<file path="src/rtl/operand_register_file_pkg.sv">
// Shared CPU constants for the operand register file: select width, zero register and status flag layout.
package operand_register_file_pkg;

  localparam int SEL_W        = 5;
  localparam int REG_COUNT    = 32;
  localparam int ZERO_REG_IDX = 31;

  // Status flags are packed as {V,C,Z,N}.
  localparam int STATUS_W = 4;
  localparam int STATUS_V = 3;
  localparam int STATUS_C = 2;
  localparam int STATUS_Z = 1;
  localparam int STATUS_N = 0;

  typedef logic [SEL_W-1:0]    sel_t;
  typedef logic [STATUS_W-1:0] status_t;

endpackage

</file>
<file path="src/rtl/operand_register_file_read_port.sv">
// One registered operand read port: zero-register forcing and optional write bypass.
// Bypass of same-edge writes is enabled by defining OPERAND_REGISTER_FILE_BYPASS_EN.
module regfile_read_port
  import operand_register_file_pkg::*;
#(
  parameter int   DATA_WIDTH = 64,
  parameter sel_t ZERO_SEL   = sel_t'(ZERO_REG_IDX)
) (
  input  logic                  clock,
  input  logic                  reset_n,
  input  sel_t                  i_sel,
  input  logic [DATA_WIDTH-1:0] i_rd_data,
  input  logic                  i_wr_en,
  input  sel_t                  i_wr_sel,
  input  logic [DATA_WIDTH-1:0] i_wr_data,
  output logic [DATA_WIDTH-1:0] o_q
);

`ifdef OPERAND_REGISTER_FILE_BYPASS_EN
  localparam logic BYPASS_EN = 1'b1;
`else
  localparam logic BYPASS_EN = 1'b0;
`endif

  logic                  w_hit;
  logic [DATA_WIDTH-1:0] w_next;
  logic [DATA_WIDTH-1:0] r_q;

  assign w_hit = i_wr_en && (i_wr_sel == i_sel) && (i_sel != ZERO_SEL);

  // Zero forcing wins over everything; otherwise a same-edge write may be forwarded.
  always_comb begin
    w_next = i_rd_data;
    if (i_sel == ZERO_SEL) begin
      w_next = '0;
    end else if (BYPASS_EN && w_hit) begin
      w_next = i_wr_data;
    end
  end

  always_ff @(posedge clock or negedge reset_n) begin
    if (!reset_n) begin
      r_q <= '0;
    end else begin
      r_q <= w_next;
    end
  end

  assign o_q = r_q;

endmodule

</file>
<file path="src/rtl/operand_register_file.sv">
// 32-entry register file with two registered operand outputs and a latched ALU status word.
// Optional feature macro: OPERAND_REGISTER_FILE_BYPASS_EN (forward same-edge writes to A/B).
module operand_register_file
  import operand_register_file_pkg::*;
#(
  parameter int DATA_WIDTH = 64,
  parameter int ZERO_REG   = ZERO_REG_IDX
) (
  input  logic                  clock,
  input  logic                  reset_n,
  input  logic [SEL_W-1:0]      SA,
  input  logic [SEL_W-1:0]      SB,
  input  logic [SEL_W-1:0]      DA,
  input  logic                  W,
  input  logic [DATA_WIDTH-1:0] D,
  input  logic                  SL,
  input  logic [STATUS_W-1:0]   status_in,
  output logic [DATA_WIDTH-1:0] A,
  output logic [DATA_WIDTH-1:0] B,
  output logic [STATUS_W-1:0]   status
);

  localparam sel_t ZERO_SEL = sel_t'(ZERO_REG);

  logic [DATA_WIDTH-1:0] r_regs [REG_COUNT];
  status_t               r_status;
  logic                  w_wr_en;
  logic [DATA_WIDTH-1:0] w_rd_a;
  logic [DATA_WIDTH-1:0] w_rd_b;

  // The zero register is never written, so its storage stays at its reset value.
  assign w_wr_en = W && (DA != ZERO_SEL);
  assign w_rd_a  = r_regs[SA];
  assign w_rd_b  = r_regs[SB];

  always_ff @(posedge clock or negedge reset_n) begin
    if (!reset_n) begin
      for (int i = 0; i < REG_COUNT; i++) begin
        r_regs[i] <= '0;
      end
    end else if (w_wr_en) begin
      r_regs[DA] <= D;
    end
  end

  always_ff @(posedge clock or negedge reset_n) begin
    if (!reset_n) begin
      r_status <= '0;
    end else if (SL) begin
      r_status <= status_in;
    end
  end

  assign status = r_status;

  regfile_read_port #(
    .DATA_WIDTH (DATA_WIDTH),
    .ZERO_SEL   (ZERO_SEL)
  ) u_port_a (
    .clock     (clock),
    .reset_n   (reset_n),
    .i_sel     (SA),
    .i_rd_data (w_rd_a),
    .i_wr_en   (w_wr_en),
    .i_wr_sel  (DA),
    .i_wr_data (D),
    .o_q       (A)
  );

  regfile_read_port #(
    .DATA_WIDTH (DATA_WIDTH),
    .ZERO_SEL   (ZERO_SEL)
  ) u_port_b (
    .clock     (clock),
    .reset_n   (reset_n),
    .i_sel     (SB),
    .i_rd_data (w_rd_b),
    .i_wr_en   (w_wr_en),
    .i_wr_sel  (DA),
    .i_wr_data (D),
    .o_q       (B)
  );

endmodule
</file>
<file path="config.mk">
export PLATFORM = sky130hd
export DESIGN_NAME = operand_register_file
export DESIGN_NICKNAME = d
export VERILOG_FILES = /design/src/rtl/operand_register_file_pkg.sv /design/src/rtl/operand_register_file_read_port.sv /design/src/rtl/operand_register_file.sv
export SDC_FILE = /design/constraint.sdc
export NUM_CORES = 2
export LEC_CHECK = 0
export BUFFER_PORTS_ARGS = -buffer_cell sky130_fd_sc_hd__buf_2
export CORE_ASPECT_RATIO = 1.1
export CORE_MARGIN = 2
export CORE_UTILIZATION = 54
export CTS_CLUSTER_DIAMETER = 200
export DETAILED_ROUTE_END_ITERATION = 8
export PLACE_DENSITY = 0.79
export SLEW_MARGIN = 20
export SYNTH_ARGS = -nofsm -noshare
export SYNTH_HDL_FRONTEND = slang
export SYNTH_SLANG_ARGS = --single-unit
</file>
<file path="constraint.sdc">
create_clock -name clock -period 2.1 [get_ports clock]
set_input_delay 0.42 -clock clock [delete_from_list [all_inputs] [get_ports clock]]
set_output_delay 0.42 -clock clock [all_outputs]
set_load 0.005 [all_outputs]
</file>
==> results.cfg <==
[cts]
h-tree-depth = 4
insertion_delay_ps = 900
postCtsSetupBuffers = 0
cts_tree = built
cts-buffers-inserted = 217
cts.path.max_buffers = 3
path_clk_slew_ps = 70
cts.sinks = 2180
clock_tree.root_cell = clkbuf_16

[worst_setup_path]
r2r-start = r_regs[1577]
rr_worst_depth = 5
cpLargestDelayFamily = flip-flops
startpoint = u_port_b.o_q[35]
worstPathCellList = buf_2
cp.required_ps = 1680
slowest_stage = dfrtp_1
start_kind = flop
worstPathBufferInverterCount = 1
worstPathMaxFanout = 2
critPathArrivalTime_ps = 1700
cp.depth = 1
slowest_delay_ps = 620
crit_type = flop to output pin
end_kind = output pin

[synthesis]
synthArstFlopShare_pct = 100
yosysUniqueCellTypes = 43
yosysWarnings = 0
yosysMostFrequentCell = dfrtp_1
synth_edf_count = 0
ys.flop_type = dfrtp_1
synthCells = 7417
synth_common_cells = dfrtp_1 (2180), mux2_2 (1858), mux4_2 (762)
synth_top_area_share_pct = 49.0
yosysSeqAreaShare_pct = 49.0
synth.largest_area_cell = dfrtp_1
syn_avg_cell_area_sq_um = 15.0
synth_seq_cells = 2180
syn_area_sq_um = 111000
synth_area_leaders = dfrtp_1 (49%), mux2_2 (19%), mux4_2 (15%)
syn-num-nets = 7504

[hold_path]
min-delay-start = SA[4]
min_path_type = input pin to flop
hold_path_depth = 4

[power_and_ir_drop]
ir_drop_v = 0.000862
power.density_nw_per_um2 = 928
power_mw = 121
leakage_nw = 58.0

[final_layout]
final_area_sq_um = 131000
areaGrowthSynthToFinish_pct = 17.4
nNetsFinal = 7991
final_layout_size_suffix_gt1_share_pct = 51.3

[global_route]
grt_pass1_vias = 80804
grt_first_pass_wirelength_microns = 547000
grt_max_degree = 103
gr-usage-all-layers_pct = 35.2
globalRouteOverflowTotal = 0
antenna_found_initial = 43

[floorplan]
rows = 174
die_w_microns = 437
dieArea_sq_um = 210000
ioPinCount = 219
coreArea_sq_um = 205000
die_h_microns = 480
initial_core_util_pct = 54.4

[timing]
setup_slack_ps = -19.7
fin_crit_ps = 2120
finalCritPeriodShare_pct = 101
rsz0062_at_grt = no
max_freq_ghz = 0.472
worst_pin_slew_ps = 733
slew_viol_final = 0
setup_viol_count_final = 1
hold_viol = 0
skew_ps = 47.9
max-slew-margin-rel_pct = 51.0

[drt]
vias_per_cell = 7.13
vias = 77283
first_pass_iters = 8
routed_wl_microns = 371000
drt_iter0_drc = 9040
routedWlPerCell_microns = 34.2
ant_nets = 0
drc = 0

[placed_design]
hpwlAfterDp_microns = 246000
portBuffers = 218
place_area_sq_um = 123000
globalplace.congestion = 0.910

[status]
violations = negative setup slack
outcome = finished with violations

[job]
maxCapViolCount = 0
## area by class of cell
cell class | count | area [sq um]
Tap cell | 2728 | 3410
Multi-Input combinational cell | 4372 | 52900
Clock buffer | 306 | 6200
Fill cell | 14258 | 74100
Inverter | 1 | 5.00
Timing Repair Buffer | 1132 | 12100
Clock inverter | 89 | 1260
Antenna cell | 24 | 60.1
Sequential cell | 2180 | 54600
## path summary, 6_finish.rpt
| path | to | slack [ps] |
|---|---|---|
| max | B[35] | -20 |
| min | u_port_a.o_q[1] | 80 |
| max reg2reg | u_port_b.o_q[41] | 10 |
| min reg2reg | r_regs[34] | 380 |
| max in group asynchronous | r_regs[608] | 1000 |
| min in group asynchronous | r_regs[977] | 270 |
## repair_timing
action	CTS	global route
endpoints found under the setup margin	2	0
resized for setup	2	0
hold buffers	9	0
endpoints found under the hold margin	1141	0
## flip-flops by register name (all words and copies together), names as in the netlist
name	count
r_regs	2048
u_port_a.o_q	64
u_port_b.o_q	64
status	4
## per-layer routing
layer  track usage [%]  up-vias  routed length (microns)
li1                  -    29784                        -
met1              44.2    40908                   133000
met2              54.2     5024                   172000
met3              8.90     1525                    37700
met4              24.0       42                    28600
met5                 0        -                      291
## power breakdown
group	switching [mW]	leakage [nW]	internal (mW)
logic	9.50	26.4	14.2
registers	6.60	27.9	49.9
clock network	17.5	3.66	23.5
## placed cells by master, fill, tap and decap left out, types with 23 or more instances in the layout
cell type	synthesis	final
buf_12	0	324
mux2i_1	549	549
a22o_1	189	189
buf_2	297	208
clkbuf_1	452	48
a2111oi_0	107	106
o221ai_1	106	106
o22ai_1	94	94
a22oi_1	26	26
a21oi_1	43	43
nor3_1	111	110
dfrtp_1	2180	2179
clkbuf_16	0	219
o21ai_0	30	30
clkinv_2	0	42
bufinv_16	0	23
diode_2	0	24
buf_4	79	583
a211oi_1	123	123
nand2_1	90	77
mux2_1	153	153
clkbuf_8	0	39
mux2_2	1858	1858
mux4_2	762	762
## cell families (layout without fill, tap and decap cells)
group                  count (synthesis)  count (layout)  synth area share, %
other                                  0              24                    0
DFF                                 2180            2180                 49.0
and+or+nand+nor                      301             301                 1.35
buffers and inverters                865            1528                 3.63
AOI/OAI and AO/OA                    749             749                 5.25
muxes                               3322            3322                 40.7
## metrics by stage
| stage | util, % | cells | hold WS (ps) | setup TNS [ps] | setup WS (ps) |
|---|---|---|---|---|---|
| after floorplan | - | 7417 | 124 | -955 | -31.8 |
| after global placement | 60.1 | 10404 | 365 | -139850 | -664 |
| after detailed placement | 60.1 | 10404 | 368 | -167860 | -652 |
| after CTS | 63.8 | 10808 | 22.9 | 0 | 6.54 |
| after global routing | 63.8 | 10823 | 71.3 | 0 | 0.679 |
| final | 63.8 | 10832 | 82.0 | -19.7 | -19.7 |
(Power assumes the default switching activity.)
